--- src/rtl/chipper_eject_inject.sv ---
// chipper_eject_inject: CHIPPER eject/inject and XY route-compute stage feeding the pdn permutation network.
// Latency: 1 cycle from *_in to *_pdn / ej_*; a pushed local flit is injectable the cycle after its push.
// Backpressure: inj_ready is low while the INJ_DEPTH-entry injection FIFO is full; the link side never stalls.
// Optional feature: define CHIPPER_EI_STATS_EN to add the saturating stat_eject / stat_defl counters.
module chipper_eject_inject #(
  parameter logic [1:0] NODE_X    = 2'd1,
  parameter logic [1:0] NODE_Y    = 2'd1,
  parameter int         INJ_DEPTH = 4
) (
  input  logic        clk,
  input  logic        rst,
  input  logic [9:0]  north_in,
  input  logic [9:0]  south_in,
  input  logic [9:0]  east_in,
  input  logic [9:0]  west_in,
  input  logic        inj_valid,
  input  logic [5:0]  inj_data,
  output logic        inj_ready,
  output logic        ej_valid,
  output logic [5:0]  ej_data,
  output logic [9:0]  north_pdn,
  output logic [9:0]  south_pdn,
  output logic [9:0]  east_pdn,
  output logic [9:0]  west_pdn
`ifdef CHIPPER_EI_STATS_EN
  ,
  output logic [15:0] stat_eject,
  output logic [15:0] stat_defl
`endif
);

  // Flit layout: [9] golden, [8] valid, [7:6] dest_x, [5:4] dest_y, [3:2] payload, [1:0] port
  localparam int PTR_W  = (INJ_DEPTH > 1) ? $clog2(INJ_DEPTH) : 1;
  localparam int CNT_W  = PTR_W + 1;
  localparam int SLOT_E = 0;
  localparam int SLOT_W = 1;
  localparam int SLOT_N = 2;
  localparam int SLOT_S = 3;

  // XY routing: resolve x first, then y; a flit already at this node gets east (0)
  function automatic logic [1:0] route_port(input logic [1:0] dx, input logic [1:0] dy);
    logic [1:0] p;
    p = 2'd0;
    if (dx > NODE_X)      p = 2'd0;
    else if (dx < NODE_X) p = 2'd1;
    else if (dy > NODE_Y) p = 2'd2;
    else if (dy < NODE_Y) p = 2'd3;
    return p;
  endfunction

  // Slot arrays are indexed in arbitration order E, W, N, S
  logic [9:0]       lnk      [4];
  logic [3:0]       is_local;
  logic [3:0]       slot_free;
  logic             ej_hit;
  logic [1:0]       ej_idx;
  logic             inj_hit;
  logic [9:0]       slot_d   [4];
  logic [9:0]       slot_q   [4];
  logic             ej_vld_d, ej_vld_q;
  logic [5:0]       ej_dat_d, ej_dat_q;

  // Injection FIFO state
  logic [5:0]       mem_q    [INJ_DEPTH];
  logic [PTR_W-1:0] wr_ptr_q, wr_ptr_d;
  logic [PTR_W-1:0] rd_ptr_q, rd_ptr_d;
  logic [CNT_W-1:0] count_q, count_d;
  logic             fifo_push;
  logic             fifo_pop;
  logic             fifo_nonempty;
  logic [5:0]       head;

  // The incoming port field is recomputed here, so those bits are intentionally dropped
  logic             unused_in_port;
  assign unused_in_port = ^{north_in[1:0], south_in[1:0], east_in[1:0], west_in[1:0]};

  assign fifo_nonempty = (count_q != '0);
  assign inj_ready     = (count_q != CNT_W'(INJ_DEPTH));
  assign fifo_push     = inj_valid & inj_ready;
  assign head          = mem_q[rd_ptr_q];

  // Classify link flits and pick at most one local flit to eject (golden first, then E, W, N, S)
  always_comb begin
    lnk[SLOT_E] = east_in;
    lnk[SLOT_W] = west_in;
    lnk[SLOT_N] = north_in;
    lnk[SLOT_S] = south_in;
    is_local    = '0;
    ej_hit      = 1'b0;
    ej_idx      = 2'd0;
    for (int i = 0; i < 4; i++) begin
      is_local[i] = lnk[i][8] && (lnk[i][7:6] == NODE_X) && (lnk[i][5:4] == NODE_Y);
    end
    for (int i = 0; i < 4; i++) begin
      if (!ej_hit && is_local[i] && lnk[i][9]) begin
        ej_hit = 1'b1;
        ej_idx = 2'(i);
      end
    end
    for (int i = 0; i < 4; i++) begin
      if (!ej_hit && is_local[i]) begin
        ej_hit = 1'b1;
        ej_idx = 2'(i);
      end
    end
  end

  // Build the next slot contents: route survivors, then drop the FIFO head into the first free slot
  always_comb begin
    ej_vld_d = ej_hit;
    ej_dat_d = ej_hit ? lnk[ej_idx][7:2] : 6'd0;
    inj_hit  = 1'b0;
    for (int i = 0; i < 4; i++) begin
      slot_free[i] = !lnk[i][8] || (ej_hit && (ej_idx == 2'(i)));
      if (slot_free[i]) begin
        slot_d[i] = 10'd0;
      end else begin
        slot_d[i] = {lnk[i][9:2], route_port(lnk[i][7:6], lnk[i][5:4])};
      end
    end
    if (fifo_nonempty) begin
      for (int i = 0; i < 4; i++) begin
        if (!inj_hit && slot_free[i]) begin
          inj_hit   = 1'b1;
          slot_d[i] = {1'b0, 1'b1, head, route_port(head[5:4], head[3:2])};
        end
      end
    end
  end

  assign fifo_pop = inj_hit;

  // FIFO pointer and occupancy next-state; power-of-two depth lets pointers wrap naturally
  always_comb begin
    wr_ptr_d = fifo_push ? wr_ptr_q + 1'b1 : wr_ptr_q;
    rd_ptr_d = fifo_pop  ? rd_ptr_q + 1'b1 : rd_ptr_q;
    count_d  = count_q;
    case ({fifo_push, fifo_pop})
      2'b10:   count_d = count_q + 1'b1;
      2'b01:   count_d = count_q - 1'b1;
      default: count_d = count_q;
    endcase
  end

  // Output registers and FIFO control; reset discards in-flight and queued flits
  always_ff @(posedge clk or posedge rst) begin
    if (rst) begin
      for (int i = 0; i < 4; i++) slot_q[i] <= 10'd0;
      ej_vld_q <= 1'b0;
      ej_dat_q <= 6'd0;
      wr_ptr_q <= '0;
      rd_ptr_q <= '0;
      count_q  <= '0;
    end else begin
      for (int i = 0; i < 4; i++) slot_q[i] <= slot_d[i];
      ej_vld_q <= ej_vld_d;
      ej_dat_q <= ej_dat_d;
      wr_ptr_q <= wr_ptr_d;
      rd_ptr_q <= rd_ptr_d;
      count_q  <= count_d;
    end
  end

  // FIFO storage needs no reset: occupancy alone decides what is readable
  always_ff @(posedge clk) begin
    if (fifo_push) mem_q[wr_ptr_q] <= inj_data;
  end

  assign east_pdn  = slot_q[SLOT_E];
  assign west_pdn  = slot_q[SLOT_W];
  assign north_pdn = slot_q[SLOT_N];
  assign south_pdn = slot_q[SLOT_S];
  assign ej_valid  = ej_vld_q;
  assign ej_data   = ej_dat_q;

`ifdef CHIPPER_EI_STATS_EN
  logic [15:0] stat_eject_q, stat_eject_d;
  logic [15:0] stat_defl_q, stat_defl_d;
  logic [2:0]  local_cnt;
  logic [2:0]  defl_cnt;
  logic [16:0] defl_sum;

  // Deflections are local link flits that lost eject arbitration this cycle
  always_comb begin
    local_cnt = 3'd0;
    for (int i = 0; i < 4; i++) local_cnt = local_cnt + 3'(is_local[i]);
    defl_cnt     = local_cnt - 3'(ej_hit);
    defl_sum     = {1'b0, stat_defl_q} + 17'(defl_cnt);
    stat_defl_d  = defl_sum[16] ? 16'hFFFF : defl_sum[15:0];
    stat_eject_d = (ej_hit && (stat_eject_q != 16'hFFFF)) ? stat_eject_q + 16'd1 : stat_eject_q;
  end

  // Saturating statistics counters
  always_ff @(posedge clk or posedge rst) begin
    if (rst) begin
      stat_eject_q <= 16'd0;
      stat_defl_q  <= 16'd0;
    end else begin
      stat_eject_q <= stat_eject_d;
      stat_defl_q  <= stat_defl_d;
    end
  end

  assign stat_eject = stat_eject_q;
  assign stat_defl  = stat_defl_q;
`endif

endmodule

--- config.mk ---
export PLATFORM = sky130hd
export DESIGN_NAME = chipper_eject_inject
export DESIGN_NICKNAME = d
export VERILOG_FILES = /design/src/rtl/chipper_eject_inject.sv
export SDC_FILE = /design/constraint.sdc
export NUM_CORES = 1
export LEC_CHECK = 0
export ABC_AREA = 1
export CAP_MARGIN = 10
export CORE_MARGIN = 2
export CORE_UTILIZATION = 30
export CTS_CLUSTER_SIZE = 14
export DETAILED_ROUTE_END_ITERATION = 8
export PLACE_DENSITY_LB_ADDON = 0.1
export SLEW_MARGIN = 5
export SYNTH_ARGS = -nofsm -noshare
export SYNTH_HDL_FRONTEND = slang
export SYNTH_SLANG_ARGS = --single-unit
--- constraint.sdc ---
create_clock -name clk -period 6.81 [get_ports clk]
set_clock_uncertainty 0.05 [all_clocks]
set_input_delay 1.362 -clock clk [delete_from_list [all_inputs] [get_ports clk]]
set_output_delay 1.362 -clock clk [all_outputs]
set_load 0.05 [all_outputs]
==> flow_metrics.py <==
metrics = {
    "job": {
        "max_cap_viol_count": 0,
    },
    "setup_path": {
        "cp-start-kind": "input port",
        "worst_path_dominant_cell_family": "simple AND/OR/NAND/NOR gates",
        "slowest_stage": "clkdlybuf4s50_1",
        "crit_buf_inv": 3,
        "r2r.worst_path.cells": 6,
        "cp_common_cell": "nand2_2",
        "end_kind": "flip-flop",
        "critical_path.reg2reg.startpoint": "rd_ptr_q[0]",
        "worst-path-max-fanout": 9,
        "cell_chain_critical_path": "clkdlybuf4s50_1 -> nand3_1 -> nor2_1 -> nand2_1 -> nand2_2 -> nor2_1 -> nand4_1 -> nand2_2 -> nor2_2 -> nand2_2 -> nand2_4 -> nor2_8 -> nand3_2 -> nand2_2 -> inv_1 -> ha_1 -> inv_1 -> fa_1 -> a21oi_1 -> o21ai_0 -> xnor2_1",
        "worst-endpoint-arrival_ps": 4450,
        "timing_worst_setup_path_type": "in2reg",
        "cp.required_ps": 6980,
        "worst-r2r-setup-slack_ps": 4370,
        "r2r_end": "north_pdn[1]",
        "slowest_delay_ps": 540,
    },
    "grt": {
        "grt.met2_usage": 0.2462,
        "grt_pass1_wl_um": 14280,
        "largest_net_degree_at_the_start_of_global_routing": 55,
        "vias_in_the_first_global_route": 2769,
        "use_met1": 0.1871,
        "grt_overflow_total": 0,
        "global_route.usage.met3": 0.03074,
        "globalRoute.busiestLayer": "met2",
        "grt_use_total": 0.1489,
        "number_of_antenna_violations_at_the_first_check_in_global_routing": 0,
    },
    "sta": {
        "minimum_hold_slack_ps": 451.9,
        "slew_headroom": 0.5110,
        "hold_viol_final": 0,
        "timing.fmax_ghz": 0.2339,
        "grt_setup_unrepaired": "no",
        "timing.final.setup_violations": 0,
        "worst_margin_pin_slew_ps": 730.3,
        "slew_violations": 0,
        "final.period_utilization": 0.6279,
        "setup_total_negative_slack_ps": 0,
        "final_period_minus_worst_setup_slack_ps": 4276,
    },
    "placed_design": {
        "gp_congestion": 0.7795,
        "final_hpwl_dp_um": 6468,
        "numPlacedInstances": 550,
        "portBuffers": 88,
    },
    "synth": {
        "yosys.cell_count.top_type": "dfrtp_1",
        "ys_dominant_reg_cell": "dfrtp_1",
        "post_synth_main_area_contributors": "dfrtp_1 40%, edfxtp_1 21%, inv_1 5.1%",
        "synth_seq_cells": 78,
        "synth_top_cell_by_area": "dfrtp_1",
        "synthCells": 322,
        "seq_area_frac_synth": 0.6086,
        "synthDistinctLibCells": 36,
        "number_of_synthesis_warnings": 0,
        "avgSynthCellArea_um2": 10.57,
        "synth_area_um2": 3405,
        "synth.cells.most_frequent": "54 x dfrtp_1, 46 x inv_1, 43 x nand2_1",
        "synth_edf_count": 24,
        "synth_largest_type_area_fraction": 0.3969,
        "synth_async_sr_flop_share": 0.6923,
    },
    "detailed_routing": {
        "drt_pre_antenna_iters": 6,
        "final_antenna_net_count": 0,
        "vias_post_dr": 2620,
        "drtIter0Drc": 73,
        "route.detailed.vias_per_inst": 4.629,
        "drc": 0,
        "routed_wl_um": 8768,
        "post_drt_wl_per_cell_um": 15.49,
    },
    "clock_tree": {
        "cts_sinks": 78,
        "cts-root-to-sink-buffers": 2,
        "clock_tree.root_cell": "clkbuf_16",
        "post-cts-setup-buffers": 0,
        "cts.htree.levels": 3,
        "tritoncts.num_buffers": 9,
        "cts_hold_buffers": 0,
        "ctsResizeCount": 0,
        "clk_pin_slew_worst_paths_ps": 60,
        "source_to_sink_clock_delay_at_the_later_pin_of_the_worst_skew_pair_ps": 330,
        "tritoncts_clock_tree": "yes",
    },
    "floorplan": {
        "design.portCount": 97,
        "core_um2": 10940,
        "initial_utilization": 0.3113,
        "die_h_um": 110.5,
        "die-width_um": 110.5,
        "dieArea_um2": 12220,
        "core.rowCount": 38,
    },
    "power_and_ir_drop": {
        "power_density_nw_per_um2": 401.8,
        "p_leak_nw": 2.096,
        "report.power.total_w": 0.001933,
        "peakVddDrop_mv": 0.1832,
    },
    "layout": {
        "num-nets-final": 476,
        "insertedDiodeCount": 0,
        "fin_cells": 566,
        "area.growth.synth_to_final_pct": 41.27,
        "final.fill_count": 1072,
        "drive_above_1_share": 0.1362,
    },
    "min_path": {
        "worstHoldStart": "count_q[0]",
        "min_path_type": "reg2reg",
        "hold-path-cell-count": 1,
        "min_to": "count_q[0]",
    },
    "outcome": {
        "outcome": "completed",
    },
}
## worst max path at each step
stage	endpoint	cells past startpoint	from
finish	count_q[2]	21	south_in[8]
global placement	count_q[2]	21	south_in[8]
CTS	count_q[2]	21	south_in[8]
detailed placement	count_q[2]	21	south_in[8]
global route	count_q[2]	21	south_in[8]
floorplan	count_q[2]	21	south_in[7]
## worst register-to-register path: cells and delay by family, from the launching register on
kind | cells | cell delay, ps
buffers and inverters | 2 | 490
AOI/OAI and AO/OA | 3 | 1110
DFF | 1 | 540
and+or+nand+nor | 1 | 90
## layout by cell type, fill, tap and decap left out, types with 2 or more instances in the layout
cell             Yosys  final
inv_2                2      3
a21oi_1              4      4
nand4_1              5      5
nand2_2              9      9
o21ai_0             25     25
nor2_1              27     27
clkbuf_16            0     10
ha_1                 5      5
nand3_2              4      4
bufinv_16            0      2
edfxtp_1            24     24
nor2_2               5      5
dfrtp_1             54     54
xnor2_1              2      2
o22ai_2              2      2
o21ai_2              6      6
nand3_1             14     14
o22ai_1             21     21
clkdlybuf4s50_1      0     88
inv_1               46     45
buf_4                0      2
o21ai_1              3      3
conb_1               1      2
inv_6                1      3
nand2_4              5      5
nand2_1             43     43
## power breakdown
part / total [W] / switching, W / internal, W
clock network: 0.000554 / 0.000197 / 0.000357
logic: 0.000739 / 0.000510 / 0.000229
registers: 0.000640 / 0.0000516 / 0.000588
## kinds of logic after synthesis
kind of cell	Yosys count	share of synthesized area
flops	78	0.6086
buf+inv	53	0.06248
compound gates	65	0.1194
fa+ha+maj	6	0.02426
xor+xnor	3	0.007719
other cells	1	0.001101
simple gates	116	0.1764
## routing by layer
layer / vias to the layer above / routed length [µm]
li1: 1266 / -
met1: 1260 / 3884
met2: 77 / 4257
met3: 17 / 390
met4: 0 / 235
met5: - / 0
## cell type report
type	instances	area, µm²	share of cell area
clock buffer	11	264.0	0.05489
clock inverter	5	86.33	0.01795
inverter	50	192.7	0.04006
multi-input combinational	192	1124	0.2336
sequential	78	2072	0.4308
tap	140	175.2	0.03642
timing repair buffer	90	895.9	0.1863
## stage by stage
step	instance area (µm²)	worst slack, ps	util
final	4810	2534	0.4398
after global routing	4810	2174	0.4398
after CTS	4810	2495	0.4398
after detailed placement	4459	2161	0.4078
after global placement	4459	2217	0.4078
after floorplan	3408	3045	-
## state kept, by name (all words and copies together), names as in the netlist
register,count
wr_ptr_q,2
ej_valid,1
mem_q,24
north_pdn,10
east_pdn,10
ej_data,6
south_pdn,10
west_pdn,10
rd_ptr_q,2
count_q,3
Power figures use the tool's default switching activity.
